## config.mk

```make
export PLATFORM = sky130hd
export DESIGN_NAME = pc_predict_gen_flat
export DESIGN_NICKNAME = d
export VERILOG_FILES = /design/src/rtl/pc_predict_gen_if.sv /design/src/rtl/pc_predict_gen.sv /design/src/flat_wrapper.sv
export SDC_FILE = /design/constraint.sdc
export NUM_CORES = 2
export LEC_CHECK = 0
export CORE_MARGIN = 10
export CORE_UTILIZATION = 55
export CTS_BUF_LIST = sky130_fd_sc_hd__clkbuf_4
export CTS_CLUSTER_DIAMETER = 80
export DETAILED_ROUTE_END_ITERATION = 6
export PLACE_DENSITY_LB_ADDON = 0.3
export SLEW_MARGIN = 15
export SYNTH_ARGS = -nofsm -noshare
export SYNTH_HDL_FRONTEND = slang
export SYNTH_MEMORY_MAX_BITS = 65536
export SYNTH_SLANG_ARGS = --single-unit
```

## constraint.sdc

```tcl
create_clock -name clk -period 5.14 [get_ports clk]
set_clock_uncertainty 0.2 [all_clocks]
set_input_delay 0.771 -clock clk [delete_from_list [all_inputs] [get_ports clk]]
set_output_delay 0.771 -clock clk [all_outputs]
set_load 0.005 [all_outputs]
```

## src/rtl/pc_predict_gen_if.sv

```systemverilog
// pc_predict_gen_if: redirect, update and prediction signals of the fetch-PC generator.
// slave is the generator side, master is the ID/front-end side.
interface pc_predict_gen_if #(
    parameter int GHR_W = 8
);
    logic             stall;
    logic             flush;
    logic [31:0]      flush_pc;
    logic             upd_valid;
    logic [31:0]      upd_pc;
    logic [1:0]       upd_kind;
    logic             upd_taken;
    logic [31:0]      upd_target;
    logic [GHR_W-1:0] upd_pht_index;
    logic [31:0]      pc_out;
    logic             pc_valid;
    logic             pred_taken;
    logic [31:0]      pred_target;
    logic [GHR_W-1:0] pred_index;
    modport master (
        output stall, flush, flush_pc, upd_valid, upd_pc, upd_kind, upd_taken, upd_target, upd_pht_index,
        input  pc_out, pc_valid, pred_taken, pred_target, pred_index
    );
    modport slave (
        input  stall, flush, flush_pc, upd_valid, upd_pc, upd_kind, upd_taken, upd_target, upd_pht_index,
        output pc_out, pc_valid, pred_taken, pred_target, pred_index
    );
endinterface

```

## src/rtl/pc_predict_gen.sv

```systemverilog
// pc_predict_gen: fetch PC generator with gshare PHT, tagged BTB and optional return stack.
// Define PC_PREDICT_RAS_EN to build the return address stack; otherwise returns use the BTB target.
module pc_predict_gen #(
    parameter int          GHR_W     = 8,
    parameter int          BTB_DEPTH = 64,
    parameter int          RAS_DEPTH = 8,
    parameter logic [31:0] INIT_PC   = 32'hbfc00000
) (
    input logic             clk,
    input logic             rst,
    pc_predict_gen_if.slave bus
);
    localparam int BI_W  = $clog2(BTB_DEPTH);
    localparam int TAG_W = 30 - BI_W;

    if (BTB_DEPTH < 4 || (BTB_DEPTH & (BTB_DEPTH - 1)) != 0 || RAS_DEPTH < 1 ||
        (RAS_DEPTH & (RAS_DEPTH - 1)) != 0) begin : g_bad_param
        $error("pc_predict_gen: BTB_DEPTH and RAS_DEPTH must be powers of two, BTB_DEPTH >= 4");
    end

    logic [31:0]      r_pc;
    logic             r_valid;
    logic [GHR_W-1:0] r_ghr;
    logic [1:0]       r_pht [2**GHR_W];
    logic [BTB_DEPTH-1:0] r_btb_v;
    logic [TAG_W-1:0] r_btb_tag [BTB_DEPTH];
    logic [31:0]      r_btb_tgt [BTB_DEPTH];
    logic [1:0]       r_btb_kind [BTB_DEPTH];

    logic [BI_W-1:0]  w_idx;
    logic [BI_W-1:0]  w_uidx;
    logic             w_hit;
    logic [1:0]       w_kind;
    logic [GHR_W-1:0] w_pidx;
    logic             w_ptaken;
    logic [31:0]      w_ptgt;
    logic [31:0]      w_next_pc;
    logic             w_spec;
    logic             w_btb_we;
    logic             w_cond_we;
    logic [1:0]       w_pht_old;
    logic [1:0]       w_pht_new;
    logic             w_ras_ne;
    logic [31:0]      w_ras_top;

    assign w_idx     = r_pc[BI_W+1:2];
    assign w_uidx    = bus.upd_pc[BI_W+1:2];
    assign w_hit     = r_btb_v[w_idx] && r_btb_tag[w_idx] == r_pc[31:BI_W+2];
    assign w_kind    = r_btb_kind[w_idx];
    assign w_pidx    = r_pc[GHR_W+1:2] ^ r_ghr;
    assign w_ptaken  = r_valid && w_hit && (w_kind != 2'd0 || r_pht[w_pidx][1]);
    assign w_ptgt    = (w_kind == 2'd3 && w_ras_ne) ? w_ras_top : r_btb_tgt[w_idx];
    assign w_next_pc = bus.flush ? bus.flush_pc : (bus.stall || !r_valid) ? r_pc :
                       w_ptaken ? w_ptgt : r_pc + 32'd4;
    // The RAS only follows predictions that actually steer fetch this edge
    assign w_spec    = !bus.stall && !bus.flush && w_ptaken;
    assign w_btb_we  = bus.upd_valid && (bus.upd_kind != 2'd0 || bus.upd_taken);
    assign w_cond_we = bus.upd_valid && bus.upd_kind == 2'd0;
    assign w_pht_old = r_pht[bus.upd_pht_index];
    assign w_pht_new = bus.upd_taken ? (w_pht_old == 2'b11 ? w_pht_old : w_pht_old + 2'd1) :
                                       (w_pht_old == 2'b00 ? w_pht_old : w_pht_old - 2'd1);

    assign bus.pc_out      = r_pc;
    assign bus.pc_valid    = r_valid;
    assign bus.pred_taken  = w_ptaken;
    assign bus.pred_target = w_ptgt;
    assign bus.pred_index  = w_pidx;

    always_ff @(posedge clk) begin
        if (!rst) begin
            r_pc    <= INIT_PC;
            r_valid <= 1'b0;
            r_ghr   <= '0;
            r_btb_v <= '0;
            for (int i = 0; i < 2**GHR_W; i++) r_pht[i] <= 2'b01;
        end else begin
            r_pc    <= w_next_pc;
            r_valid <= r_valid || bus.flush || !bus.stall;
            if (w_btb_we) r_btb_v[w_uidx] <= 1'b1;
            if (w_cond_we) begin
                r_pht[bus.upd_pht_index] <= w_pht_new;
                r_ghr <= {r_ghr[GHR_W-2:0], bus.upd_taken};
            end
        end
    end

    always_ff @(posedge clk) begin
        if (w_btb_we) begin
            r_btb_tag[w_uidx]  <= bus.upd_pc[31:BI_W+2];
            r_btb_tgt[w_uidx]  <= bus.upd_target;
            r_btb_kind[w_uidx] <= bus.upd_kind;
        end
    end

`ifdef PC_PREDICT_RAS_EN
    localparam int RP_W = RAS_DEPTH > 1 ? $clog2(RAS_DEPTH) : 1;
    logic [31:0]   r_ras [RAS_DEPTH];
    logic [RP_W-1:0] r_ras_ptr;
    logic [RP_W:0] r_ras_cnt;
    logic [RP_W-1:0] w_ras_prev;

    assign w_ras_prev = r_ras_ptr - RP_W'(1);
    assign w_ras_ne   = r_ras_cnt != '0;
    assign w_ras_top  = r_ras[w_ras_prev];

    // Circular buffer: pushing when full overwrites the oldest slot, which is the write pointer
    always_ff @(posedge clk) begin
        if (!rst) begin
            r_ras_ptr <= '0;
            r_ras_cnt <= '0;
        end else if (w_spec && w_kind == 2'd2) begin
            r_ras[r_ras_ptr] <= r_pc + 32'd8;
            r_ras_ptr <= r_ras_ptr + RP_W'(1);
            r_ras_cnt <= r_ras_cnt == (RP_W+1)'(RAS_DEPTH) ? r_ras_cnt : r_ras_cnt + (RP_W+1)'(1);
        end else if (w_spec && w_kind == 2'd3 && w_ras_ne) begin
            r_ras_ptr <= w_ras_prev;
            r_ras_cnt <= r_ras_cnt - (RP_W+1)'(1);
        end
    end
`else
    assign w_ras_ne  = 1'b0;
    assign w_ras_top = {31'd0, w_spec};
`endif
endmodule

```

## src/flat_wrapper.sv

```systemverilog
// flat-port wrapper written by rule: the top's interface ports become plain ports
module pc_predict_gen_flat 
#(
    parameter int          GHR_W     = 8,
    parameter int          BTB_DEPTH = 64,
    parameter int          RAS_DEPTH = 8,
    parameter logic [31:0] INIT_PC   = 32'hbfc00000
)
  (clk, rst, bus_stall, bus_flush, bus_flush_pc, bus_upd_valid, bus_upd_pc, bus_upd_kind, bus_upd_taken, bus_upd_target, bus_upd_pht_index, bus_pc_out, bus_pc_valid, bus_pred_taken, bus_pred_target, bus_pred_index);
  pc_predict_gen_if #(.GHR_W(GHR_W)) bus_i ();
  input logic clk;
  input logic rst;
  input wire logic [$bits(bus_i.stall)-1:0] bus_stall;
  input wire logic [$bits(bus_i.flush)-1:0] bus_flush;
  input wire logic [$bits(bus_i.flush_pc)-1:0] bus_flush_pc;
  input wire logic [$bits(bus_i.upd_valid)-1:0] bus_upd_valid;
  input wire logic [$bits(bus_i.upd_pc)-1:0] bus_upd_pc;
  input wire logic [$bits(bus_i.upd_kind)-1:0] bus_upd_kind;
  input wire logic [$bits(bus_i.upd_taken)-1:0] bus_upd_taken;
  input wire logic [$bits(bus_i.upd_target)-1:0] bus_upd_target;
  input wire logic [$bits(bus_i.upd_pht_index)-1:0] bus_upd_pht_index;
  output wire logic [$bits(bus_i.pc_out)-1:0] bus_pc_out;
  output wire logic [$bits(bus_i.pc_valid)-1:0] bus_pc_valid;
  output wire logic [$bits(bus_i.pred_taken)-1:0] bus_pred_taken;
  output wire logic [$bits(bus_i.pred_target)-1:0] bus_pred_target;
  output wire logic [$bits(bus_i.pred_index)-1:0] bus_pred_index;
  assign bus_i.stall = bus_stall;
  assign bus_i.flush = bus_flush;
  assign bus_i.flush_pc = bus_flush_pc;
  assign bus_i.upd_valid = bus_upd_valid;
  assign bus_i.upd_pc = bus_upd_pc;
  assign bus_i.upd_kind = bus_upd_kind;
  assign bus_i.upd_taken = bus_upd_taken;
  assign bus_i.upd_target = bus_upd_target;
  assign bus_i.upd_pht_index = bus_upd_pht_index;
  assign bus_pc_out = bus_i.pc_out;
  assign bus_pc_valid = bus_i.pc_valid;
  assign bus_pred_taken = bus_i.pred_taken;
  assign bus_pred_target = bus_i.pred_target;
  assign bus_pred_index = bus_i.pred_index;
  pc_predict_gen #(.GHR_W(GHR_W), .BTB_DEPTH(BTB_DEPTH), .RAS_DEPTH(RAS_DEPTH), .INIT_PC(INIT_PC)) u_core (.clk(clk), .rst(rst), .bus(bus_i));
endmodule
```

Word level (Yosys, flattened, before mapping). Memories as Yosys holds them, arrays and structs flattened. A register that Yosys moved wholly into a read port is not among the register bits. Index checks and enable logic that the tools add are counted.

Add/subtract/negate cells: 3. $lt $le $gt $ge: 3. Equality and inequality tests: 3. Mux-type cells: 25. Bitwise gates (word level): 2. Reductions and logical operators: 18.

Operators with widths (count): 32-bit two-way mux (3); 64-bit bitwise OR (1); 6-bit two-way mux (6); 32-bit by 3-bit adder with 32-bit output (second input constant) (1); 24-bit equality test (1); 6-bit by 7-bit less-than comparator with 1-bit output (second input constant) (2); 1-bit two-way mux (9); 2-bit two-way mux (4); 8-bit two-way mux (1); 8-bit bitwise XOR (1); 1-bit binary-select mux with 6-bit select (1); 1-bit demux with 6-bit select (1); 6-bit by 1-bit >= comparator with 1-bit output (second input constant) (1); 1-bit logical AND (6); 1-bit logical OR (5); 2-bit zero test (2); 2-bit nonzero test (2); 2-bit by 1-bit adder with 2-bit output (second input constant) (1); 2-bit equality test (second input constant) (1); 1-bit zero test (2); 2-bit != test (second input constant) (1); 2-bit OR reduction (1); 2-bit by 1-bit subtractor with 2-bit output (second input constant) (1).

Register bits after elaboration: 105. Bits in writable memories: 4224. Input bits: 112. Output and inout port bits: 74. Memories: 4.

Memory list: u_core.r_btb_tgt (depth 64, width 32, rd ports 1, clocked after Yosys merged registers in 1, wr ports 1, RTL line pc_predict_gen.sv:27) `logic [31:0] r_btb_tgt [BTB_DEPTH];`; u_core.r_btb_tag (depth 64, width 24, rd ports 1, clocked after Yosys merged registers in 1, wr ports 1, RTL line pc_predict_gen.sv:26) `logic [TAG_W-1:0] r_btb_tag [BTB_DEPTH];`; u_core.r_pht (depth 256, width 2, rd ports 2, clocked after Yosys merged registers in 0, wr ports 256, RTL line pc_predict_gen.sv:24) `logic [1:0] r_pht [2**GHR_W];`; u_core.r_btb_kind (depth 64, width 2, rd ports 1, clocked after Yosys merged registers in 1, wr ports 1, RTL line pc_predict_gen.sv:28) `logic [1:0] r_btb_kind [BTB_DEPTH];`.

Logic depth before layout (Yosys ltp).
Depth after elaboration: 10. Mapped depth: 20. Mapped depth without buffers: 12.

Worst setup path after synthesis. No wires, ideal clock.

Path kind: in2reg. Start: input port bus_upd_pht_index[0]. End: memory u_core.r_pht[10][0], data pin. Setup time: 291 ps. Arrival: 4496 ps. Data required time: 4649 ps. Path slack: 153 ps. Stages: 12. Cell sequence: clkbuf_1 -> buf_1 -> buf_2 -> mux4_2 -> mux4_2 -> mux4_2 -> mux2_2 -> o21ai_0 -> maj3_1 -> clkbuf_1 -> clkbuf_1 -> nand4_1.

RTL lines: from (decl) (RTL line flat_wrapper.sv:21) `input wire logic [$bits(bus_i.upd_pht_index)-1:0] bus_upd_pht_index;`; to (decl) (RTL line pc_predict_gen.sv:24).

==> implementation parameters <==
Parameter                              Value

Logic synthesis
  Number of enable-type register cells in the synthesized netlist    4224
  Xor/xnor share of the synthesized area    0.00302
  Mean cell area of the mapped netlist    20.2 um2
  Leading area contributor after synthesis    edfxtp_1
  Count leader, synth    edfxtp_1
  Commonest cells post-synth    edfxtp_1 (4224), mux4_2 (1236), nand2_1 (385)
  Number of different library cells in the post-synthesis netlist    78
  Proportion of synthesized chip area in sequential cells    0.742
  Async set or reset register ratio after synthesis    0
  Instance count of the mapped netlist    8619
  Area share of and/or/nand/nor cells after synthesis    0.0386
  Mapped cell area    174000 um2
  Count of warnings emitted by yosys    0
  Dominant cells by area after synthesis    edfxtp_1 (73%), mux4_2 (16%), mux2i_1 (1.5%), dfxtp_1 (1.3%), nand2_1 (0.83%)
  Post-synth net total    8732
  Combinational family with the most area after synthesis    multiplexers
  Area share of fa/ha/maj cells after synthesis    0.000187
  Total of flip-flops plus latches after synthesis    4335
  Share of cell area taken by muxes after synthesis    0.176
  Predominant post-synthesis flop cell    edfxtp_1
  Fraction of synthesized cell area taken by the top area cell type    0.730
  Post-synthesis compound-gate area fraction    0.0236

Timing
  Relative slew slack    0.202
  Final Critical Period    6.29 ns
  Fin. max-slew vios    0
  Number of endpoints failing setup at the final stage    33
  Slew at the pin closest to its max-slew limit    1.20 ns
  Setup repair after global routing missed its margin    yes
  Post-route clock period utilization    1.22
  Final setup margin    -1.15 ns
  Fmax achieved    0.159 GHz
  Setup TNS    -27.18 ns
  Hold Fails Final Rpt    0

Global route
  Antenna violations before repair    36
  Global-route wire length before repair    774 mm
  Overflow after GRT    0
  GRT Overall Usage    0.327
  Number of global-route vias before repair    103000
  Largest net degree at the start of global routing    148

Pwr
  Share of total power in sequential cells    0.522
  Total internal power    57.0 mW
  Worst IR drop on VDD    0.230 mV
  Portion of total power attributed to the clock network    0.376
  Leakage dissipation    65.5 nW
  Cell Pwr Density    366 nW/um2
  Switching power total    18.2 mW
  Power share of the combinational group    0.102
  Switch share    0.242

Clock network
  Cts bufs inserted    1141
  H-tree depth    7
  CTS Root Cell    clkbuf_4
  Clock insertion delay at the later pin of the skew report    1.75 ns
  Clock sink count    4335
  Clock-pin slew of the registers on the worst-case setup and hold paths    0.07 ns
  TritonCTS clock tree    yes
  Buffer depth of the longest clock path    5

Cells and area
  Finished layout cell area    205000 um2
  Signed area change from the synthesized netlist to the final layout    18.0%
  Fill count    20500
  Number of nets in the final layout    10500
  Layout cell share with drive strength beyond 1    0.371

Critical path
  Max stage delay cell, worst path    mux4_2
  Sort of element at the start of the critical path    flop
  Worst Setup End Kind    primary output
  Crit-path max FO    8
  Category of cells accounting for the largest share of critical-path delay    simple AND/OR/NAND/NOR gates
  CP Data Required Time    4.17 ns
  Number of buffers and inverters on the critical path    7
  Worst-path cell chain    buf_12 -> buf_16 -> buf_12 -> buf_16 -> mux4_2 -> a32o_2 -> nor4_4 -> buf_4 -> xnor2_1 -> and2_4 -> a21oi_2 -> nand3_1 -> and4b_1 -> nand4_1 -> nor4_2 -> buf_4 -> buf_6
  Category of the most critical setup path    reg -> out
  Delay of the slowest cell on the worst path    0.49 ns
  Worst setup slack for register-to-register paths    0.17 ns
  Arrival time reported for the critical path endpoint    5.32 ns

Drt
  Length of the first detailed-routing pass in iterations    7
  1st-iter DRT viols    18200
  Per-cell via count in the routed design    6.84
  Post-DR wirelength/cell    36.9 um
  Total routed wirelength    563 mm
  Via count of the routed design    104000
  Number of routed nets with antenna violations    0
  Drt drc    0

Place
  Number of buffer cells added on primary ports    183
  Half-perimeter wire length after detailed placement    304 mm
  Post-place instance area    186000 um2
  Weighted congestion at the end of routability-driven global placement    0.974
  Pre-CTS setup slack    -0.424 ns

Die
  Number of top-level pins    186
  Full die area    339000 um2
  DIE HEIGHT    582 um
  Standard cell core area    315000 um2
  Num rows    206
  Die extent in x    582 um
  Effective utilization at floorplan    0.552

Flow run
  Max-cap check violation count    0

Min path
  Class of the tightest hold or removal check    in -> reg

Status
  Violated checks    setup timing
  Result of the run    finished, violations left
[power groups by stage]
| stage | registers [mW] | clock network [mW] | logic, mW |
|---|---|---|---|
| 2_1_floorplan | 39.9 | 0 | 3.59 |
| 3_3_place_gp | 40.0 | 0 | 6.29 |
| 3_5_place_dp | 40.0 | 0 | 6.38 |
| 4_1_cts | 39.2 | 28.4 | 7.24 |
| 5_1_grt | 39.2 | 30.5 | 7.82 |
| 6_report | 39.2 | 28.3 | 7.63 |
[cells by family (layout without fill, tap and decap cells)]
logic type               Yosys count  after routing
AO/OA/AOI/OAI                    643            643
adder cells (fa/ha/maj)            3              3
XOR/XNOR                          60             60
other                              0             25
AND/OR/NAND/NOR                 1429           1429
multiplexers                    1505           1505
flip-flops                      4335           4335
buffers and inverters            644           3093
[metrics by stage]
stage	power, mW	hold slack, ns	utilization	cells
after floorplan	43.5	0.235	-	8619
after global placement	46.3	0.241	0.589	13000
after detailed placement	46.4	0.248	0.589	13000
after CTS	74.9	0.00817	0.647	15100
after global routing	77.6	0.101	0.651	15200
final	75.2	0.165	0.651	15300
[cell type report]
cell class	instances	area, um2	area share
well taps	4160	5200	0.0254
inverters	20	92.6	0.000451
multi-input cells	3640	42900	0.209
repair buffers	1218	14700	0.0715
diodes	25	62.6	0.000305
clock inverters	270	1240	0.00606
flip-flops and latches	4335	129000	0.629
clock buffers	1585	11900	0.0580
[sequential cells by signal (all words and copies together) (netlist names), named ones only]
name	flops
u_core.bus.pc_valid	1
u_core.r_btb_kind	128
u_core.r_btb_tgt	2048
u_core.r_pht	512
u_core.r_btb_v	64
u_core.bus.pc_out	32
u_core.r_ghr	8
u_core.r_btb_tag	1536
[metal layers]
layer	wire, um	vias up	share of wire	global-route usage
li1	-	40100	-	-
met1	180000	52700	0.32	0.408
met2	263000	9584	0.47	0.502
met3	78800	1896	0.14	0.101
met4	41200	24	0.073	0.209
met5	282	-	0.00050	0
[timing repair]
item | in CTS | in global routing
endpoints found under the hold margin | 4311 | 20
pin swaps | 30 | 17
gates resized for setup | 356 | 124
gates cloned | 53 | 15
hold buffers | 106 | 1
setup endpoints to repair | 37 | 35
buffers inserted | 133 | 89
[path summary, 6_finish.rpt]
kind,endpoint,startpoint,cells after the start
min,u_core.r_btb_tgt[2][3],bus_upd_target[3],2
max,bus_pred_taken,flop,17
max reg2reg,u_core.bus.pc_out[5],flop,19
min reg2reg,u_core.r_ghr[3],u_core.r_ghr[2],2
[cells in the final DEF, fill, tap and decap left out, drive strengths merged, types with 12 or more instances in the layout]
cell / Yosys / routed
a32oi: 15 / 15
bufbuf: 0 / 14
nor3: 246 / 246
o21a: 66 / 66
edfxtp: 4224 / 4224
buf: 307 / 984
and2: 20 / 20
xnor2: 40 / 40
nand2b: 15 / 15
xor2: 20 / 20
a21oi: 89 / 89
nor4: 12 / 12
nor2: 316 / 316
clkinv: 1 / 241
and3: 20 / 20
o211ai: 17 / 17
inv: 19 / 41
a221oi: 21 / 21
dlygate4sd3: 0 / 106
mux2: 17 / 17
nor2b: 39 / 39
a22oi: 54 / 54
nand2: 386 / 386
a31oi: 28 / 28
mux2i: 252 / 252
o21ai: 222 / 222
nand4: 109 / 109
clkdlybuf4s50: 0 / 90
diode: 0 / 25
clkbuf: 317 / 1609
a211oi: 20 / 20
dfxtp: 111 / 111
mux4: 1236 / 1236
o22ai: 38 / 38
nand3: 221 / 221
No activity file was read; power rests on OpenSTA's default activity.
